$ cat config.mk
export PLATFORM = sky130hd
export DESIGN_NAME = nfc_cmd_dispatch
export DESIGN_NICKNAME = d
export VERILOG_FILES = /design/src/rtl/nfc_cmd_dispatch.sv
export SDC_FILE = /design/constraint.sdc
export NUM_CORES = 1
export LEC_CHECK = 0
export ABC_CLOCK_PERIOD_IN_PS = 6100
export CORE_ASPECT_RATIO = 1.25
export CORE_UTILIZATION = 40
export CTS_BUF_LIST = sky130_fd_sc_hd__clkbuf_16
export DETAILED_ROUTE_END_ITERATION = 6
export PLACE_DENSITY = 0.69
export SLEW_MARGIN = 20
export SYNTH_ARGS = -nofsm -noshare
export SYNTH_HDL_FRONTEND = slang
export SYNTH_SLANG_ARGS = --single-unit
$ cat constraint.sdc
create_clock -name nand_usr_clk -period 6.1 [get_ports nand_usr_clk]
set_input_delay 1.22 -clock nand_usr_clk [delete_from_list [all_inputs] [get_ports nand_usr_clk]]
set_output_delay 1.22 -clock nand_usr_clk [all_outputs]
set_load 0.05 [all_outputs]
$ cat src/rtl/nfc_cmd_dispatch.sv
// nfc_cmd_dispatch
// Routes commands from the register file to CHAN_NUM NFC channels. The target
// channel comes from a field of the LBA. Each channel has its own show-ahead
// command FIFO, drained over a valid/ready handshake. Back-pressure, error and
// status information from all channels is folded into one register-file view.
//
// Ports
//   nand_usr_clk, nand_usr_rstn     clock, async active-low reset
//   i_valid/i_opc/i_lba/i_len       command strobe and fields (no ready)
//   o_almost_full, o_busy           aggregate FIFO occupancy flags
//   o_chan_valid, i_chan_ready      per-channel handshake
//   o_chan_opc/_lba/_len            packed per-channel head-of-queue fields
//   i_chan_sr, i_chan_status        per-channel status inputs
//   i_status_sel, o_sr, o_status    registered status mux
//   o_drop_cnt, o_err, i_err_clr    rejected-command counter, sticky errors
module nfc_cmd_dispatch #(
  parameter int CHAN_NUM     = 2,
  parameter int FIFO_DEPTH   = 4,
  parameter int AF_LEVEL     = 3,
  parameter int CHAN_SEL_LSB = 40,
  localparam int CSW         = (CHAN_NUM > 1) ? $clog2(CHAN_NUM) : 1
) (
  input  logic                   nand_usr_clk,
  input  logic                   nand_usr_rstn,
  input  logic                   i_valid,
  input  logic [15:0]            i_opc,
  input  logic [47:0]            i_lba,
  input  logic [23:0]            i_len,
  output logic                   o_almost_full,
  output logic [CHAN_NUM-1:0]    o_chan_valid,
  input  logic [CHAN_NUM-1:0]    i_chan_ready,
  output logic [CHAN_NUM*16-1:0] o_chan_opc,
  output logic [CHAN_NUM*48-1:0] o_chan_lba,
  output logic [CHAN_NUM*24-1:0] o_chan_len,
  input  logic [CHAN_NUM*8-1:0]  i_chan_sr,
  input  logic [CHAN_NUM*2-1:0]  i_chan_status,
  input  logic [CSW-1:0]         i_status_sel,
  output logic [7:0]             o_sr,
  output logic [1:0]             o_status,
  output logic                   o_busy,
  output logic [15:0]            o_drop_cnt,
  output logic [1:0]             o_err,
  input  logic                   i_err_clr
);

  localparam int PW = $clog2(FIFO_DEPTH);
  localparam int CW = PW + 1;
  localparam int DW = 16 + 48 + 24;

  logic [DW-1:0] mem    [CHAN_NUM][FIFO_DEPTH];
  logic [PW-1:0] wr_ptr [CHAN_NUM];
  logic [PW-1:0] rd_ptr [CHAN_NUM];
  logic [CW-1:0] cnt    [CHAN_NUM];

  logic [CSW-1:0]      ch_sel;
  logic                bad_ch;
  logic                ovf;
  logic                drop;
  logic [CHAN_NUM-1:0] push;
  logic [CHAN_NUM-1:0] pop;
  logic [7:0]          sr_mux;
  logic [1:0]          status_mux;

  // Decode and accept/reject. Fullness uses the registered count only, so a
  // pop in the same cycle cannot make room for a push.
  always_comb begin
    ch_sel = i_lba[CHAN_SEL_LSB +: CSW];
    bad_ch = 1'b1;
    ovf    = 1'b0;
    push   = '0;
    pop    = '0;
    for (int c = 0; c < CHAN_NUM; c++) begin
      if (ch_sel == CSW'(c)) begin
        bad_ch = 1'b0;
        if (i_valid) begin
          if (cnt[c] == CW'(FIFO_DEPTH)) ovf = 1'b1;
          else                           push[c] = 1'b1;
        end
      end
      pop[c] = (cnt[c] != '0) && i_chan_ready[c];
    end
    drop = (i_valid && bad_ch) || ovf;
  end

  always_ff @(posedge nand_usr_clk or negedge nand_usr_rstn) begin
    if (!nand_usr_rstn) begin
      for (int c = 0; c < CHAN_NUM; c++) begin
        cnt[c]    <= '0;
        wr_ptr[c] <= '0;
        rd_ptr[c] <= '0;
      end
    end else begin
      for (int c = 0; c < CHAN_NUM; c++) begin
        if (push[c]) wr_ptr[c] <= wr_ptr[c] + PW'(1);
        if (pop[c])  rd_ptr[c] <= rd_ptr[c] + PW'(1);
        case ({push[c], pop[c]})
          2'b10:   cnt[c] <= cnt[c] + CW'(1);
          2'b01:   cnt[c] <= cnt[c] - CW'(1);
          default: cnt[c] <= cnt[c];
        endcase
      end
    end
  end

  // Storage is deliberately left out of reset; pointers/counts define validity.
  always_ff @(posedge nand_usr_clk) begin
    for (int c = 0; c < CHAN_NUM; c++) begin
      if (push[c]) mem[c][wr_ptr[c]] <= {i_opc, i_lba, i_len};
    end
  end

  // Show-ahead outputs, zeroed while the queue is empty.
  always_comb begin
    o_chan_valid  = '0;
    o_chan_opc    = '0;
    o_chan_lba    = '0;
    o_chan_len    = '0;
    o_almost_full = 1'b0;
    o_busy        = 1'b0;
    for (int c = 0; c < CHAN_NUM; c++) begin
      if (cnt[c] != '0) begin
        o_chan_valid[c]       = 1'b1;
        o_chan_opc[c*16 +: 16] = mem[c][rd_ptr[c]][DW-1 -: 16];
        o_chan_lba[c*48 +: 48] = mem[c][rd_ptr[c]][24 +: 48];
        o_chan_len[c*24 +: 24] = mem[c][rd_ptr[c]][0 +: 24];
        o_busy                = 1'b1;
      end
      if (cnt[c] >= CW'(AF_LEVEL)) o_almost_full = 1'b1;
    end
  end

  // Clear wins over any same-cycle increment or error set.
  always_ff @(posedge nand_usr_clk or negedge nand_usr_rstn) begin
    if (!nand_usr_rstn) begin
      o_drop_cnt <= '0;
      o_err      <= '0;
    end else if (i_err_clr) begin
      o_drop_cnt <= '0;
      o_err      <= '0;
    end else begin
      if (drop && (o_drop_cnt != 16'hFFFF)) o_drop_cnt <= o_drop_cnt + 16'd1;
      if (ovf)                 o_err[0] <= 1'b1;
      if (i_valid && bad_ch)   o_err[1] <= 1'b1;
    end
  end

  // Out-of-range selections fall through the loop and read as 0.
  always_comb begin
    sr_mux     = '0;
    status_mux = '0;
    for (int c = 0; c < CHAN_NUM; c++) begin
      if (i_status_sel == CSW'(c)) begin
        sr_mux     = i_chan_sr[c*8 +: 8];
        status_mux = i_chan_status[c*2 +: 2];
      end
    end
  end

  always_ff @(posedge nand_usr_clk or negedge nand_usr_rstn) begin
    if (!nand_usr_rstn) begin
      o_sr     <= '0;
      o_status <= '0;
    end else begin
      o_sr     <= sr_mux;
      o_status <= status_mux;
    end
  end

endmodule

=== Yosys cells after proc, flatten, opt, wreduce, memory -nomap -nowiden ===
Memory sizes are Yosys's and may differ from the RTL's.
Index checks and enable logic that the tools add are counted.

* Register bits after elaboration: 42
* Bits in latches: 0
* RAM bits: 704
* ROM bits: 0
* Input bits: 115
* Output and inout bits: 208
* Logic and storage cells: 100
* Memories kept: 1

* $add $sub $neg: 9
* Multiply operators: 0
* Div/mod/pow operators: 0
* Order comparisons: 8
* Equality and inequality tests: 7
* Shift operators: 0
* Mux-type cells: 48
* Bitwise gates (word level): 4
* Reduce and logical (&&, ||, !) cells: 12

{| class="wikitable"
|+ Memories
! name !! words !! width !! read ports !! clocked after memory_dff !! wr ports !! line !! RTL
|-
| mem || 2 || 352 || 2 || 0 || 1 || 50 || <nowiki>logic [DW-1:0] mem [CHAN_NUM][FIFO_DEPTH];</nowiki>
|}

{| class="wikitable"
|+ Operator list
! kind !! number
|-
| two-way mux 352 bit || 4
|-
| two-way mux 88 bit || 6
|-
| binary-select mux 88 bit (select 2 bit) || 2
|-
| demux 88 bit (select 2 bit) || 2
|-
| OR reduction 352 bit || 1
|-
| two-way mux 48 bit || 2
|-
| two-way mux 16 bit || 4
|-
| two-way mux 24 bit || 2
|-
| two-way mux 1 bit || 21
|-
| adder 16 x 1 -> 16 bit, second input constant || 1
|-
| inequality test 16 bit, second input constant || 1
|-
| >= comparator 3 bit, second input constant || 4
|-
| NOT 2 -> 3 bit || 4
|-
| case mux 3 bit (2 select lines) || 2
|-
| adder 2 x 1 -> 2 bit, second input constant || 4
|-
| two-way mux 8 bit || 1
|-
| nonzero test 2 bit || 4
|-
| adder 3 x 1 -> 3 bit, second input constant || 2
|-
| == test 3 bit, second input constant || 2
|-
| >= comparator 3 x 2 -> 1 bit, second input constant || 2
|-
| less-than comparator 3 x 1 -> 1 bit, second input constant || 2
|-
| nonzero test 3 bit || 2
|-
| subtractor 3 x 1 -> 3 bit, second input constant || 2
|-
| logical AND 1 bit || 5
|-
| 3 further kinds || 6
|}

=== Longest topological paths before layout ===
Gate-level depths: netlist of the first run.

* Depth in word-level cells: 10
* Depth in mapped cells: 10
* Mapped depth without buffers: 10

=== Worst setup path after synthesis of the first run ===
Ideal clock, no wire load.

* Kind: input port to flip-flop
* Start: in i_lba[40]
* End: mem mem[0][352] (netlist name) (enable)
* Library setup time: 0.456 ns
* Arrival: 3.653 ns
* Data required time: 5.644 ns
* Setup slack: 1.991 ns
* Stages: 3
* Buffers on the path: 1
* Path through: and3_1 -> clkbuf_1 -> and2_1

* Cells in the longest elaborated chain, start to end: 5
* Elaborated cells on any way between the ends: 9
* Classes of those cells: 8 x mux; 1 x reduce/logical

{| class="wikitable"
|+ Ends and longest elaborated chain
! item !! line !! RTL
|-
| start: declaration || 27 || <nowiki>input logic [47:0] i_lba,</nowiki>
|-
| two-way mux 1 bit || 73 || <nowiki>if (ch_sel == CSW'(c)) begin</nowiki>
|-
| two-way mux 1 bit || 108 || <nowiki>if (push[c]) mem[c][wr_ptr[c]] <= {i_opc, i_lba, i_len};</nowiki>
|-
| two-way mux 352 bit (implied by the code) || 108 ||
|-
| OR reduction 352 bit (no source line) || -- ||
|-
| two-way mux 1 bit (no source line) / two-way mux 352 bit (equally long branches) || -- ||
|-
| end: declaration || 50 ||
|}

Parallel ways exist; a longest one is shown, timed or not.

=== Final worst setup path of the first run ===
* Start: reg rd_ptr[2] (netlist name)
* End: out o_chan_len[23]

* Cells in the longest elaborated chain, start to end: 5

{| class="wikitable"
|+ Ends and longest elaborated chain
! item !! line !! RTL
|-
| start: declaration || 52 || <nowiki>logic [PW-1:0] rd_ptr [CHAN_NUM];</nowiki>
|-
| start signal: indexed assignment || 95 || <nowiki>if (pop[c]) rd_ptr[c] <= rd_ptr[c] + PW'(1);</nowiki>
|-
| NOT 2 -> 3 bit (implied by the code) || 125 || <nowiki>o_chan_len[c*24 +: 24] = mem[c][rd_ptr[c]][0 +: 24];</nowiki>
|-
| binary-select mux 88 bit (select 2 bit) || 125 ||
|-
| two-way mux 88 bit (implied by the code) (2 in a row) || 125 ||
|-
| two-way mux 24 bit || 121 || <nowiki>if (cnt[c] != '0) begin</nowiki>
|-
| end: declaration || 34 || <nowiki>output logic [CHAN_NUM*24-1:0] o_chan_len,</nowiki>
|}

Every way passes these cells. The select of a mux whose other input is x is not followed.

==> results.json, run 1 <==
{
  "outcome": "completed",
  "finalMaxSlewViolations": 0,
  "synth.lib_cells_used.distinct": 39,
  "dieArea_um2": 72800,
  "slew-limit-headroom_pct": 29.1,
  "initialDrtViolationCount": 1051,
  "timing_worst_slew_pin_value_ps": 1060,
  "max-cap-violations": 0,
  "dominantRegCellSynth": "sky130_fd_sc_hd__edfxtp_1",
  "fin_worst_skew_ps": 20.2,
  "coreArea_um2": 70900,
  "critical_path.cell_chain": "buf_12, mux4_2, and2_1, clkdlybuf4s50_1",
  "syn-cell-area_um2": 28700,
  "final.fill_count": 5762,
  "crit_required_ps": 4880,
  "layout.cells.non_filler": 2681,
  "synth_common_cells": "704 x sky130_fd_sc_hd__edfxtp_1, 183 x sky130_fd_sc_hd__and2_1, 176 x sky130_fd_sc_hd__mux4_2",
  "numPlacedInstances": 2550,
  "min_path_type": "reg2reg",
  "firstDrtPassIters": 5,
  "cts_made_buffers": 73,
  "cts.repair_timing.setup_buffer_count": 0,
  "drive_gt1_share_pct": 19.8,
  "first_global_vias": 15065,
  "total_design_power_mw": 19.5,
  "buffer_and_inverter_count_on_the_worst_path": 2,
  "timing.critical_path.slowest_cell_delay_ps": 970,
  "floorplan.die.height_um": 302,
  "timing.setup.tns_ps": 0,
  "route.detailed.drc": 0,
  "syn2layout_area_growth_pct": 23.6,
  "post-synth-top-count-cell": "sky130_fd_sc_hd__edfxtp_1",
  "fmax_mhz": 209,
  "post-synth-top-area-fraction_pct": 73.6,
  "antenna_left": 0,
  "vias_per_cell": 5.25,
  "post-dp-hpwl_um": 38400,
  "number_of_antenna_violations_at_the_first_check_in_global_routing": 3,
  "num_antenna_cells": 0,
  "worstSetupPathType": "reg2out",
  "cells_resized_by_post_cts_repair": 0,
  "syn_nets": 1461,
  "worst_path_max_delay_cell": "sky130_fd_sc_hd__dfrtp_4",
  "aggregate_global_route_resource_usage_pct": 18.2,
  "routed-via-count": 14086,
  "wire_length_of_the_first_global_routing_pass_um": 97800,
  "worst_voltage_drop_across_the_vdd_grid_mv": 0.489,
  "rrSetupSlack_ps": 3120,
  "rows": 109,
  "start_util_pct": 40.5,
  "avgSynthCellArea_um2": 21.5,
  "yosys_warning_count": 0,
  "pin_count": 323,
  "count_of_flip_flops_with_a_built_in_enable_after_synthesis": 704,
  "setup_viol": 0,
  "kind_of_cell_with_the_highest_combined_delay_on_the_critical_path": "buffers and inverters",
  "clock_sinks": 745,
  "power_leakage_nw": 11.5,
  "totalWireLength_um": 65800,
  "critPathArrivalTime_ps": 3570,
  "gp_routability_congestion": 0.765,
  "worst-path-max-fanout": 39,
  "grt_setup_unrepaired": "false",
  "synthesis.instances": 1333,
  "power_per_cell_area_nw_per_um2": 549,
  "clockBufferDepth": 3,
  "clock_latency_ps": 620,
  "post_drt_wl_per_cell_um": 24.5,
  "crit_path_end_kind": "output port",
  "portBuffers": 321,
  "design.final.nets": 1810,
  "ys_top_cells_by_area": "sky130_fd_sc_hd__edfxtp_1 74%, sky130_fd_sc_hd__mux4_2 14%, sky130_fd_sc_hd__and2_1 4.0%, sky130_fd_sc_hd__dfrtp_1 3.6%, sky130_fd_sc_hd__mux2_2 0.78%",
  "die_w_um": 242,
  "report.final.hold_viol_count": 0,
  "synth_seq_area_share_pct": 77.2,
  "cts_tree": "built",
  "finalWorstPathRequiredPeriod_ps": 4790,
  "htree_levels": 3,
  "clock_root_buffer_master": "sky130_fd_sc_hd__clkbuf_16",
  "crit_path_start_kind": "flip-flop",
  "grt_max_degree": 92,
  "synthArstFlopShare_pct": 5.50,
  "cts.hold.buffers_added": 0,
  "post-synth-top-area-cell": "sky130_fd_sc_hd__edfxtp_1",
  "clkTransAtPathRegs_ps": 70,
  "timing.final.crit_share_pct": 78.5,
  "remaining_global_route_overflow": 0,
  "synth.ff_latch_count": 745
}
-- flip-flops by register name, indices dropped and copies added, names as in the netlist --
signal      count
cnt             6
mem           704
o_status        2
o_sr            8
o_err           1
wr_ptr          4
o_drop_cnt     16
rd_ptr          4
-- cell usage in the layout, fill, tap and decap left out, types with 6 or more instances in the layout --
| cell | instances |
|---|---|
| sky130_fd_sc_hd__and2_1 | 179 |
| sky130_fd_sc_hd__nand2_1 | 9 |
| sky130_fd_sc_hd__inv_1 | 30 |
| sky130_fd_sc_hd__clkinv_2 | 14 |
| sky130_fd_sc_hd__mux2_2 | 20 |
| sky130_fd_sc_hd__clkinv_1 | 8 |
| sky130_fd_sc_hd__a21oi_1 | 7 |
| sky130_fd_sc_hd__ha_1 | 11 |
| sky130_fd_sc_hd__buf_4 | 13 |
| sky130_fd_sc_hd__bufinv_16 | 8 |
| sky130_fd_sc_hd__dfrtp_1 | 37 |
| sky130_fd_sc_hd__edfxtp_1 | 704 |
| sky130_fd_sc_hd__mux4_2 | 176 |
| sky130_fd_sc_hd__xnor2_1 | 6 |
| sky130_fd_sc_hd__nand4_1 | 6 |
| sky130_fd_sc_hd__clkbuf_16 | 74 |
| sky130_fd_sc_hd__nor4_1 | 11 |
| sky130_fd_sc_hd__xor2_1 | 6 |
| sky130_fd_sc_hd__nor2b_1 | 9 |
| sky130_fd_sc_hd__clkdlybuf4s50_1 | 320 |
| sky130_fd_sc_hd__nor2_1 | 16 |
| sky130_fd_sc_hd__buf_12 | 8 |
-- per-stage QoR --
stage | hold slack, ps | area (um^2) | worst slack (ps) | util, %
2_1_floorplan | 470 | 28700 | 1990 | -
3_3_place_gp | 489 | 33100 | 1870 | 46.7
3_5_place_dp | 504 | 33100 | 1820 | 46.7
4_1_cts | 518 | 35500 | 1160 | 50.0
5_1_grt | 554 | 35500 | 1100 | 50.0
6_report | 512 | 35500 | 1310 | 50.0
-- cell families (layout without fill, tap and decap cells) --
group,Yosys count,after routing,share of synthesized area (%)
other,1,1,0.0131
buffers and inverters,84,489,1.22
multiplexers,197,197,14.6
XOR/XNOR,12,12,0.366
adder cells (fa/ha/maj),13,13,0.619
flip-flops,745,745,77.2
AO/OA/AOI/OAI,21,21,0.449
AND/OR/NAND/NOR,260,260,5.47
-- power by group --
| group | switching [mW] | leakage (nW) | internal [mW] |
|---|---|---|---|
| Sequential | 0.426 | 6.90 | 6.19 |
| Clock | 1.91 | 1.22 | 2.57 |
| Combinational | 5.23 | 3.36 | 3.14 |
| Total | 7.57 | 11.5 | 11.9 |
-- layout make-up --
cell class | count | area (um^2) | share of cell area, %
sequential | 745 | 22200 | 62.5
timing repair buffer | 342 | 3470 | 9.77
clock buffer | 74 | 1850 | 5.22
inverter | 16 | 60.1 | 0.169
tap | 943 | 1180 | 3.32
clock inverter | 57 | 527 | 1.48
multi-input combinational | 504 | 6230 | 17.5
-- path summary, 6_finish.rpt --
path	from	endpoint	cells after the start
max	rd_ptr[2]	o_chan_len[23]	4
min	o_err[0]	o_err[0]	2
max reg2reg	cnt[0]	cnt[2]	9
min reg2reg	o_err[0]	o_err[0]	2
max in group asynchronous	nand_usr_rstn	rd_ptr[1]	1
min in group asynchronous	nand_usr_rstn	o_drop_cnt[5]	1
-- metal layers --
metal	vias to the layer above	wire [um]	part of all wire, %	track usage (%)
li1	6066	-	-	-
met1	7580	25900	39	22.2
met2	363	35800	54	33.2
met3	73	2820	4.3	2.87
met4	4	1270	1.9	5.35
met5	-	31	0.047	0
-- worst register-to-register path, cell delays in order, from the launching register on --
cell	delay, ps
sky130_fd_sc_hd__dfrtp_1	430
sky130_fd_sc_hd__or3_4	460
sky130_fd_sc_hd__buf_4	650
sky130_fd_sc_hd__and2_1	310
sky130_fd_sc_hd__ha_1	220
sky130_fd_sc_hd__inv_1	60
sky130_fd_sc_hd__fa_1	370
sky130_fd_sc_hd__xor2_1	150
sky130_fd_sc_hd__nor2_1	120
sky130_fd_sc_hd__xor2_1	150
Power figures use the tool's default switching activity.
==> run 2: changes to the inputs <==
--- a/config.mk
+++ b/config.mk
@@ -5,12 +5,12 @@
 export SDC_FILE = /design/constraint.sdc
 export NUM_CORES = 1
 export LEC_CHECK = 0
-export ABC_CLOCK_PERIOD_IN_PS = 6100
+export ABC_CLOCK_PERIOD_IN_PS = 4300
 export CORE_ASPECT_RATIO = 1.25
 export CORE_UTILIZATION = 40
 export CTS_BUF_LIST = sky130_fd_sc_hd__clkbuf_16
 export DETAILED_ROUTE_END_ITERATION = 6
-export PLACE_DENSITY = 0.69
+export PLACE_DENSITY = 0.71
 export SLEW_MARGIN = 20
 export SYNTH_ARGS = -nofsm -noshare
 export SYNTH_HDL_FRONTEND = slang
==> constraint.sdc (replaced) <==
create_clock -name nand_usr_clk -period 4.3 [get_ports nand_usr_clk]
set_input_delay 0.86 -clock nand_usr_clk [delete_from_list [all_inputs] [get_ports nand_usr_clk]]
set_output_delay 0.86 -clock nand_usr_clk [all_outputs]
set_load 0.05 [all_outputs]
==> run 2 against run 1 <==
Against the previous run: flip-flop and latch count did not move; via count rose by 0.55%; setup slack got worse by 1000 ps; cell count rose by 0.90%; clock skew fell by 0.85 ps; critical path depth did not move; design area rose by 0.73%; clock power rose by 42%; non-clock buffer count rose by 19; routed wire length rose by 0.33%; sequential share of layout area fell by 0.46 points; worst hold slack got worse by 260 ps; largest power group unchanged.
==> results.json, run 2 (same netlist as run 1, synthesis figures left out) <==
{
  "outcome": "completed",
  "crit_required_ps": 3440,
  "start_util_pct": 40.5,
  "fmax_mhz": 248,
  "cells_resized_by_post_cts_repair": 0,
  "power_leakage_nw": 11.6,
  "dp_worst_setup_slack_ps": 770,
  "crit_path_start_kind": "flip-flop",
  "cts_tree": "built",
  "clock_sinks": 745,
  "fin_worst_skew_ps": 19.3,
  "portBuffers": 321,
  "grt_use_met1_pct": 21.4,
  "grt_setup_unrepaired": "false",
  "final_design_area_no_fill_um2": 35800,
  "clock_latency_ps": 620,
  "syn2layout_area_growth_pct": 24.6,
  "remaining_global_route_overflow": 0,
  "setup_viol": 0,
  "post_drt_wl_per_cell_um": 24.4,
  "power_per_cell_area_nw_per_um2": 777,
  "timing.final.crit_share_pct": 93.8,
  "first_global_vias": 15153,
  "post_dp_cell_area_um2": 33300,
  "layout.cells.non_filler": 2705,
  "rows": 109,
  "min_path_type": "in2async",
  "route.detailed.drc": 0,
  "cts_made_buffers": 73,
  "final.fill_count": 5702,
  "register_area_um2": 22200,
  "dieArea_um2": 72800,
  "total_design_power_mw": 27.8,
  "critPathArrivalTime_ps": 3170,
  "grt_max_degree": 76,
  "slew-limit-headroom_pct": 34.5,
  "worst_voltage_drop_across_the_vdd_grid_mv": 0.594,
  "pin_count": 323,
  "floorplan.die.height_um": 302,
  "largest_reg_flops": 704,
  "crit-reg2reg-capture": "cnt[2]",
  "clkTransAtPathRegs_ps": 60,
  "met2_capacity_usage_during_global_routing_pct": 33.0,
  "worst-path-max-fanout": 20,
  "gp_routability_congestion": 0.783,
  "drive_gt1_share_pct": 20.3,
  "worstSetupPathType": "reg2out",
  "cts.hold.buffers_added": 0,
  "htree_levels": 3,
  "timing_worst_slew_pin_value_ps": 983,
  "report.final.hold_viol_count": 0,
  "firstDrtPassIters": 5,
  "cts.repair_timing.setup_buffer_count": 0,
  "final_critical_path_setup_slack_ps": 267,
  "global_route.usage.met3_pct": 3.14,
  "clock_root_buffer_master": "sky130_fd_sc_hd__clkbuf_16",
  "final_common_cell": "sky130_fd_sc_hd__edfxtp_1",
  "multi_input_area_um2": 6230,
  "aggregate_global_route_resource_usage_pct": 18.3,
  "vias_per_cell": 5.24,
  "grt.busiest_layer": "met2",
  "number_of_antenna_violations_at_the_first_check_in_global_routing": 6,
  "finalWorstPathRequiredPeriod_ps": 4030,
  "finalMaxSlewViolations": 0,
  "regToRegStartpoint": "cnt[0]",
  "crit_path_end_kind": "output port",
  "initialDrtViolationCount": 897,
  "rrSetupSlack_ps": 1490,
  "post-dp-hpwl_um": 40500,
  "die_w_um": 242,
  "wire_length_of_the_first_global_routing_pass_um": 98000,
  "design.final.nets": 1829,
  "commonest_cells_after_routing_fill_and_taps_aside": "704 x sky130_fd_sc_hd__edfxtp_1, 320 x sky130_fd_sc_hd__clkdlybuf4s50_1, 179 x sky130_fd_sc_hd__and2_1, 176 x sky130_fd_sc_hd__mux4_2, 76 x sky130_fd_sc_hd__clkbuf_16",
  "clockBufferDepth": 3,
  "antenna_left": 0,
  "numPlacedInstances": 2569,
  "max-cap-violations": 0,
  "totalWireLength_um": 66000,
  "coreArea_um2": 70900,
  "routed-via-count": 14164,
  "depth_of_the_worst_register_to_register_path": 8,
  "timing.setup.tns_ps": 0
}
-- run 2: worst max path at each step --
| stage | start | to | slack, ps |
|---|---|---|---|
| 6_report | rd_ptr[0] | o_chan_len[42] | 270 |
| 5_1_grt | rd_ptr[0] | o_chan_len[42] | 70 |
| 4_1_cts | rd_ptr[0] | o_chan_len[42] | 160 |
| 3_5_place_dp | i_lba[40] | mem[0][46] | 770 |
| 3_3_place_gp | rd_ptr[0] | o_chan_opc[28] | 840 |
| 2_1_floorplan | i_lba[40] | mem[0][352] | 550 |
-- run 2: final cells by class --
class,instances,area share [%]
repair buffers,361,10.3
clock inverters,56,1.38
multi-input cells,504,17.4
inverters,16,0.168
diodes,4,0.0280
clock buffers,76,5.32
well taps,943,3.30
flip-flops and latches,745,62.0
-- run 2: worst max-delay path, cell delays in order (launching register included) --
cell and delay, ps:
sky130_fd_sc_hd__dfrtp_4 720, sky130_fd_sc_hd__buf_4 390, sky130_fd_sc_hd__mux4_2 550, sky130_fd_sc_hd__and2_1 190, sky130_fd_sc_hd__clkdlybuf4s50_1 710
-- run 2: stage by stage --
stage                     utilization, %  hold slack [ps]
after floorplan                        -              470
after global placement              47.0              488
after detailed placement            47.0              505
after CTS                           50.4              431
after global routing                50.4              279
final                               50.4              253
-- run 2: routing by layer --
layer  vias to the layer above  part of all wire (%)  wire length, um
met1                      7529                    38            25000
li1                       6113                     -                -
met2                       408                    54            35800
met4                         4                   3.1             2040
met3                       110                   4.6             3070
met5                         -                 0.041               27
-- run 2: power by group --
group	switching (mW)	leakage, nW	internal (mW)	total, mW
sequential	0.404	6.90	8.79	9.19
combinational	7.67	3.49	4.57	12.2
clock	2.66	1.24	3.70	6.36
==> variant 1: new RTL, settings of run 2 <==
Take the reset off `o_sr` and load it in a clocked block of its own.
--- a/src/rtl/nfc_cmd_dispatch.sv
+++ b/src/rtl/nfc_cmd_dispatch.sv
@@ -160,6 +160,4 @@
     if (!nand_usr_rstn) begin
-      o_sr     <= '0;
       o_status <= '0;
     end else begin
-      o_sr     <= sr_mux;
       o_status <= status_mux;
@@ -168,2 +166,6 @@
 
+  always_ff @(posedge nand_usr_clk) begin
+    o_sr <= sr_mux;
+  end
+
 endmodule
Behaviour: not the same (a bounded check fails within 4 cycles, from zero or initial values and one cycle with nand_usr_rstn low).
==> variant 1 against run 2 <==
Clock skew is 1.8 ps higher. Final area is 0.14% higher. Critical path type unchanged. Clock power hardly changed. Sequential cell count stayed put. Total power is 0.21% higher. Core utilization is 0.17 points higher. Wire length is 2.0% lower. Sequential share of layout area is 0.20 points lower. Synthesized area is 0.14% lower. Setup slack worse by 94 ps. First-iteration DRC count is 18% higher.
==> variant 1: results (changes against run 2) <==
qor: run_status.status finished, final reports clean [unchanged]
qor: min_path.min_path_type reg2reg [was in2async]
qor: placement.place.gp.congestion 0.775 [was 0.783]
qor: yosys.synth_async_reset_ratio 4.43% [was 5.50%]
qor: pwr.power.ir.vdd_worst 0.622 mV [was 0.594 mV]
qor: final_layout.layout.nets 1834 [was 1829]
qor: setup_path.worst-r2r-setup-slack 1570 ps [was 1490 ps]
qor: cts.clockRootBuffer clkbuf_16 [unchanged]
qor: pwr.leakage 0.0116 uW [about the same]
qor: setup_path.timing.rr.start cnt[0] [unchanged]
qor: setup_path.cp-endpoint o_chan_lba[53] [was o_chan_len[42]]
qor: yosys.ys_seq_area_share 77.2% [about the same]
qor: setup_path.critical_path.max_stage_delay 840 ps [was 720 ps]
qor: yosys.synthDistinctLibCells 40 [was 39]
qor: grt.grt_first_pass_wirelength 96200 um [was 98000 um]
qor: routing.route.vias.total 14000 [was 14200]
qor: timing.worst_slew_margin_rel 38.6% [was 34.5%]
qor: routing.post_detailed_route_wirelength_per_cell 23.9 um [was 24.4 um]
qor: cts.cts.path.max_buffers 3 [unchanged]
qor: placement.dpl.cell_count 2574 [was 2569]
qor: grt.total_routing_usage_reported_by_global_routing 18.1% [was 18.3%]
qor: grt.first_global_vias 15300 [was 15200]
qor: grt.grt_antenna_before_repair 8 [was 6]
qor: setup_path.critPathMaxFanout 23 [was 20]
qor: yosys.yosys-top-cells-area edfxtp_1 (74%), mux4_2 (14%), and2_1 (4.0%), dfrtp_1 (2.9%), mux2_2 (0.79%) [was edfxtp_1 (74%), mux4_2 (14%), and2_1 (4.0%), dfrtp_1 (3.6%), mux2_2 (0.78%)]
qor: setup_path.arrival 3270 ps [was 3170 ps]
qor: setup_path.ff2ff_path_depth 9 [was 8]
qor: timing.skew 21.1 ps [was 19.3 ps]
qor: yosys.netlist_top_cells_count edfxtp_1 (704), and2_1 (183), mux4_2 (176) [unchanged]
qor: placement.place.detailed.hpwl 39300 um [was 40500 um]
qor: setup_path.critical_path.startpoint rd_ptr[0] [unchanged]
qor: routing.detailedRoute.firstIterationViolations 1059 [was 897]
qor: setup_path.reg2reg_to cnt[2] [unchanged]
qor: yosys.ys_warn_count 0 [unchanged]
qor: grt.grt_max_degree 62 [was 76]
qor: final_layout.fraction_of_final_layout_cells_sized_beyond_drive_strength_1 20.5% [was 20.3%]
qor: routing.drt-total-wl 64700 um [was 66000 um]
## variant 1: changes by cell type after synthesis
| cell | run 2 | this run |
|---|---|---|
| dfxtp_1 | 0 | 8 |
| dfrtp_1 | 41 | 33 |
## variant 1: how the worst min path moves through the flow
stage,from,depth (start not counted),slack (ps),end
CTS,o_err[0],2,510,o_err[0]
global placement,o_err[0],2,490,o_err[0]
detailed placement,o_err[0],2,490,o_err[0]
floorplan,cnt[2],1,470,cnt[2]
global route,o_err[0],2,560,o_err[0]
finish,o_err[0],2,510,o_err[0]
## variant 1: layout make-up
class	instances	area [um^2]
diodes	2	5.00
clock buffers	77	1930
clock inverters	51	450
fillers	5622	35000
inverters	16	60.1
multi-input cells	504	6230
flip-flops and latches	745	22100
well taps	943	1180
repair buffers	366	3810
## variant 1: logic make-up after synthesis
kind of cell	after synthesis	synth area share [%]
compound gates	21	0.450
xor+xnor	12	0.367
fa+ha+maj	13	0.620
buf+inv	84	1.23
flops	745	77.2
mux	197	14.6
other cells	1	0.0131
simple gates	260	5.48
## variant 1: stage by stage
stage	setup slack [ps]	area, um^2
2_1_floorplan	551	28700
3_3_place_gp	777	33400
3_5_place_dp	766	33400
4_1_cts	83.1	35800
5_1_grt	26.6	35800
6_report	173	35800
## variant 1: routing by layer
layer | track usage (%) | routed length (um) | vias to the layer above | part of all wire (%)
li1 | - | - | 6117 | -
met1 | 22.0 | 25400 | 7431 | 39
met2 | 31.9 | 34200 | 389 | 53
met3 | 3.72 | 3530 | 90 | 5.4
met4 | 6.22 | 1600 | 8 | 2.5
met5 | 0 | 55 | - | 0.085
## variant 1: power by group
group / internal [uW] / leakage (uW) / switching [uW]
Combinational: 4670 / 0.00354 / 7580
Sequential: 8780 / 0.00687 / 464
Clock: 3670 / 0.00123 / 2670
==> variant 2: new RTL, config.mk and constraints of run 2 <==
Without the edit above. Register the output `o_drop_cnt` once more, cleared by the reset; this adds one clock of latency there. The other outputs are not delayed to match.
--- a/src/rtl/nfc_cmd_dispatch.sv
+++ b/src/rtl/nfc_cmd_dispatch.sv
@@ -48,2 +48,4 @@
   localparam int DW = 16 + 48 + 24;
+
+  logic [15:0] o_drop_cnt_s0;
 
@@ -134,9 +136,9 @@
     if (!nand_usr_rstn) begin
-      o_drop_cnt <= '0;
+      o_drop_cnt_s0 <= '0;
       o_err      <= '0;
     end else if (i_err_clr) begin
-      o_drop_cnt <= '0;
+      o_drop_cnt_s0 <= '0;
       o_err      <= '0;
     end else begin
-      if (drop && (o_drop_cnt != 16'hFFFF)) o_drop_cnt <= o_drop_cnt + 16'd1;
+      if (drop && (o_drop_cnt_s0 != 16'hFFFF)) o_drop_cnt_s0 <= o_drop_cnt_s0 + 16'd1;
       if (ovf)                 o_err[0] <= 1'b1;
@@ -168,2 +170,10 @@
 
+  always_ff @(posedge nand_usr_clk or negedge nand_usr_rstn) begin
+    if (!nand_usr_rstn) begin
+      o_drop_cnt <= '0;
+    end else begin
+      o_drop_cnt <= o_drop_cnt_s0;
+    end
+  end
+
 endmodule
Check against the original RTL: not settled (the Yosys comparison gave no result); the edit may change what the design does.
==> variant 2 against run 2 <==
Final area rose by 0.72%. First-iteration DRC count rose by 13%. Setup slack barely moved. Maximum frequency barely moved. Sequential cell count rose by 16. Count of clock-buffer cells in the layout rose by 1. Die area rose by 1.2%. Non-clock buffer count fell by 11. Total power rose by 0.19%. Synthesized area rose by 1.2%. Wire length fell by 1.4%. Sequential share of layout area rose by 0.67 points. Clock skew rose by 0.83 ps. Critical path type unchanged. Critical endpoint is now o_chan_lba[84]. Largest cell class unchanged.
==> variant 2: results (changes against run 2) <==
qor: yosys.synth_async_reset_ratio 7.49% [was 5.50%]
qor: cts.post_cts.resized_instances 0 [unchanged]
qor: cts.clk_pin_slew 70 ps
qor: placement.place_ws 792 ps [was 770 ps]
qor: placement.buffer_ports.inserted 321 [unchanged]
qor: routing.route.vias.total 14200 [about the same]
qor: setup_path.timing.rr.start cnt[0] [unchanged]
qor: yosys.mappedNetlistNets 1465 [was 1461]
qor: routing.detailedRoute.firstIterationViolations 1010 [was 897]
qor: yosys.ys_seq_area_share 77.7% [was 77.2%]
qor: routing.detailedRoute.firstPassIterationCount 7 [was 5]
qor: run_status.status finished, final reports clean [unchanged]
qor: yosys.synthDistinctLibCells 42 [was 39]
qor: cts.cts-buffers-inserted 74 [was 73]
qor: timing.skew 20.2 ps [was 19.3 ps]
qor: min_path.min_path_type in2async [unchanged]
qor: pwr.switching_share 38.6% [about the same]
qor: cts.ctsHtreeMaxLevel 3 [unchanged]
qor: grt.grt_antenna_before_repair 5 [was 6]
qor: yosys.ys_warn_count 0 [unchanged]
qor: cts.cts_tree yes [unchanged]
qor: yosys.synth-edff-count 704 [unchanged]
qor: timing.worst_slew_margin_rel 38.4% [was 34.5%]
qor: setup_path.ff2ff_path_depth 8 [unchanged]
qor: cts.clockRootBuffer clkbuf_16 [unchanged]
qor: cts.cts.repair_timing.setup_buffer_count 0 [unchanged]
qor: yosys.netlist_top_cells_count edfxtp_1 (704), and2_1 (183), mux4_2 (176) [unchanged]
qor: final_layout.largest_register_ffs 704 [unchanged]
qor: placement.place.gp.congestion 0.766 [was 0.783]
qor: grt.first_global_vias 15300 [was 15200]
qor: pwr.leakage 0.0118 uW [was 0.0116 uW]
qor: routing.post_detailed_route_wirelength_per_cell 24.0 um [was 24.4 um]
qor: final_layout.fraction_of_final_layout_cells_sized_beyond_drive_strength_1 19.5% [was 20.3%]
qor: grt.total_routing_usage_reported_by_global_routing 17.8% [was 18.3%]
qor: grt.grt_first_pass_wirelength 97200 um [was 98000 um]
qor: setup_path.arrival 3170 ps [about the same]
qor: pwr.power.ir.vdd_worst 0.675 mV [was 0.594 mV]
qor: timing.min_period 4030 ps [about the same]
qor: grt.grt_max_degree 92 [was 76]
qor: setup_path.worst-r2r-setup-slack 1560 ps [was 1490 ps]
qor: setup_path.critical_path.startpoint rd_ptr[0] [unchanged]
qor: cts.cts.path.max_buffers 3 [unchanged]
qor: setup_path.cp-endpoint o_chan_lba[84] [was o_chan_len[42]]
qor: placement.place.detailed.hpwl 36800 um [was 40500 um]
qor: final_layout.layout.nets 1822 [was 1829]
qor: setup_path.reg2reg_to cnt[2] [unchanged]
qor: cts.clk_latency 610 ps
qor: yosys.yosys-top-cells-area edfxtp_1 (73%), mux4_2 (14%), dfrtp_1 (4.9%), and2_1 (3.9%), clkbuf_1 (0.54%) [was edfxtp_1 (74%), mux4_2 (14%), and2_1 (4.0%), dfrtp_1 (3.6%), mux2_2 (0.78%)]
qor: setup_path.critPathMaxFanout 21 [was 20]
## variant 2: power by group through the flow
| stage | combinational [uW] | sequential (uW) | clock [uW] |
|---|---|---|---|
| after floorplan | 8240 | 9310 | 0 |
| after global placement | 12400 | 9370 | 0 |
| after detailed placement | 12400 | 9430 | 0 |
| after CTS | 12500 | 9270 | 6450 |
| after global routing | 12900 | 9330 | 6710 |
| final | 12300 | 9260 | 6290 |
## variant 2: cells by family after synthesis
group,Yosys count,share of synthesized area [%]
other,1,0.0129
AND/OR/NAND/NOR,243,5.19
buffers and inverters,82,1.19
AO/OA/AOI/OAI,34,0.745
multiplexers,191,14.2
flip-flops,761,77.7
adder cells (fa/ha/maj),13,0.611
XOR/XNOR,12,0.362
## variant 2: routing by layer
metal	global-route usage [%]	wire, um	vias to the layer above
met5	0	49	-
met1	22.5	26000	7600
met2	30.4	33500	414
met3	4.54	4160	90
li1	-	-	6111
met4	5.09	1330	6
## variant 2: critical path: stages, from the launching register on
cell and delay, ps:
dfrtp_4 830, buf_12 290, mux4_2 540, and2_1 180, clkdlybuf4s50_1 690
## variant 2: cell type report
class | count | area, um^2
multi-input combinational | 494 | 6190
timing repair buffer | 350 | 3640
clock inverter | 57 | 429
antenna | 2 | 5.00
sequential | 761 | 22600
fill | 5709 | 36000
clock buffer | 77 | 1930
tap | 952 | 1190
inverter | 13 | 48.8
## variant 2: through the flow
stage          util [%]  instances  total power [uW]  area, um^2  hold WS (ps)
2_1_floorplan         -       1337             17500       29100           381
3_3_place_gp       46.7       2569             21800       33600           405
3_5_place_dp       46.7       2569             21900       33600           408
4_1_cts            50.0       2703             28200       36000           378
5_1_grt            50.0       2705             28900       36000           420
6_report           50.0       2706             27800       36000           386
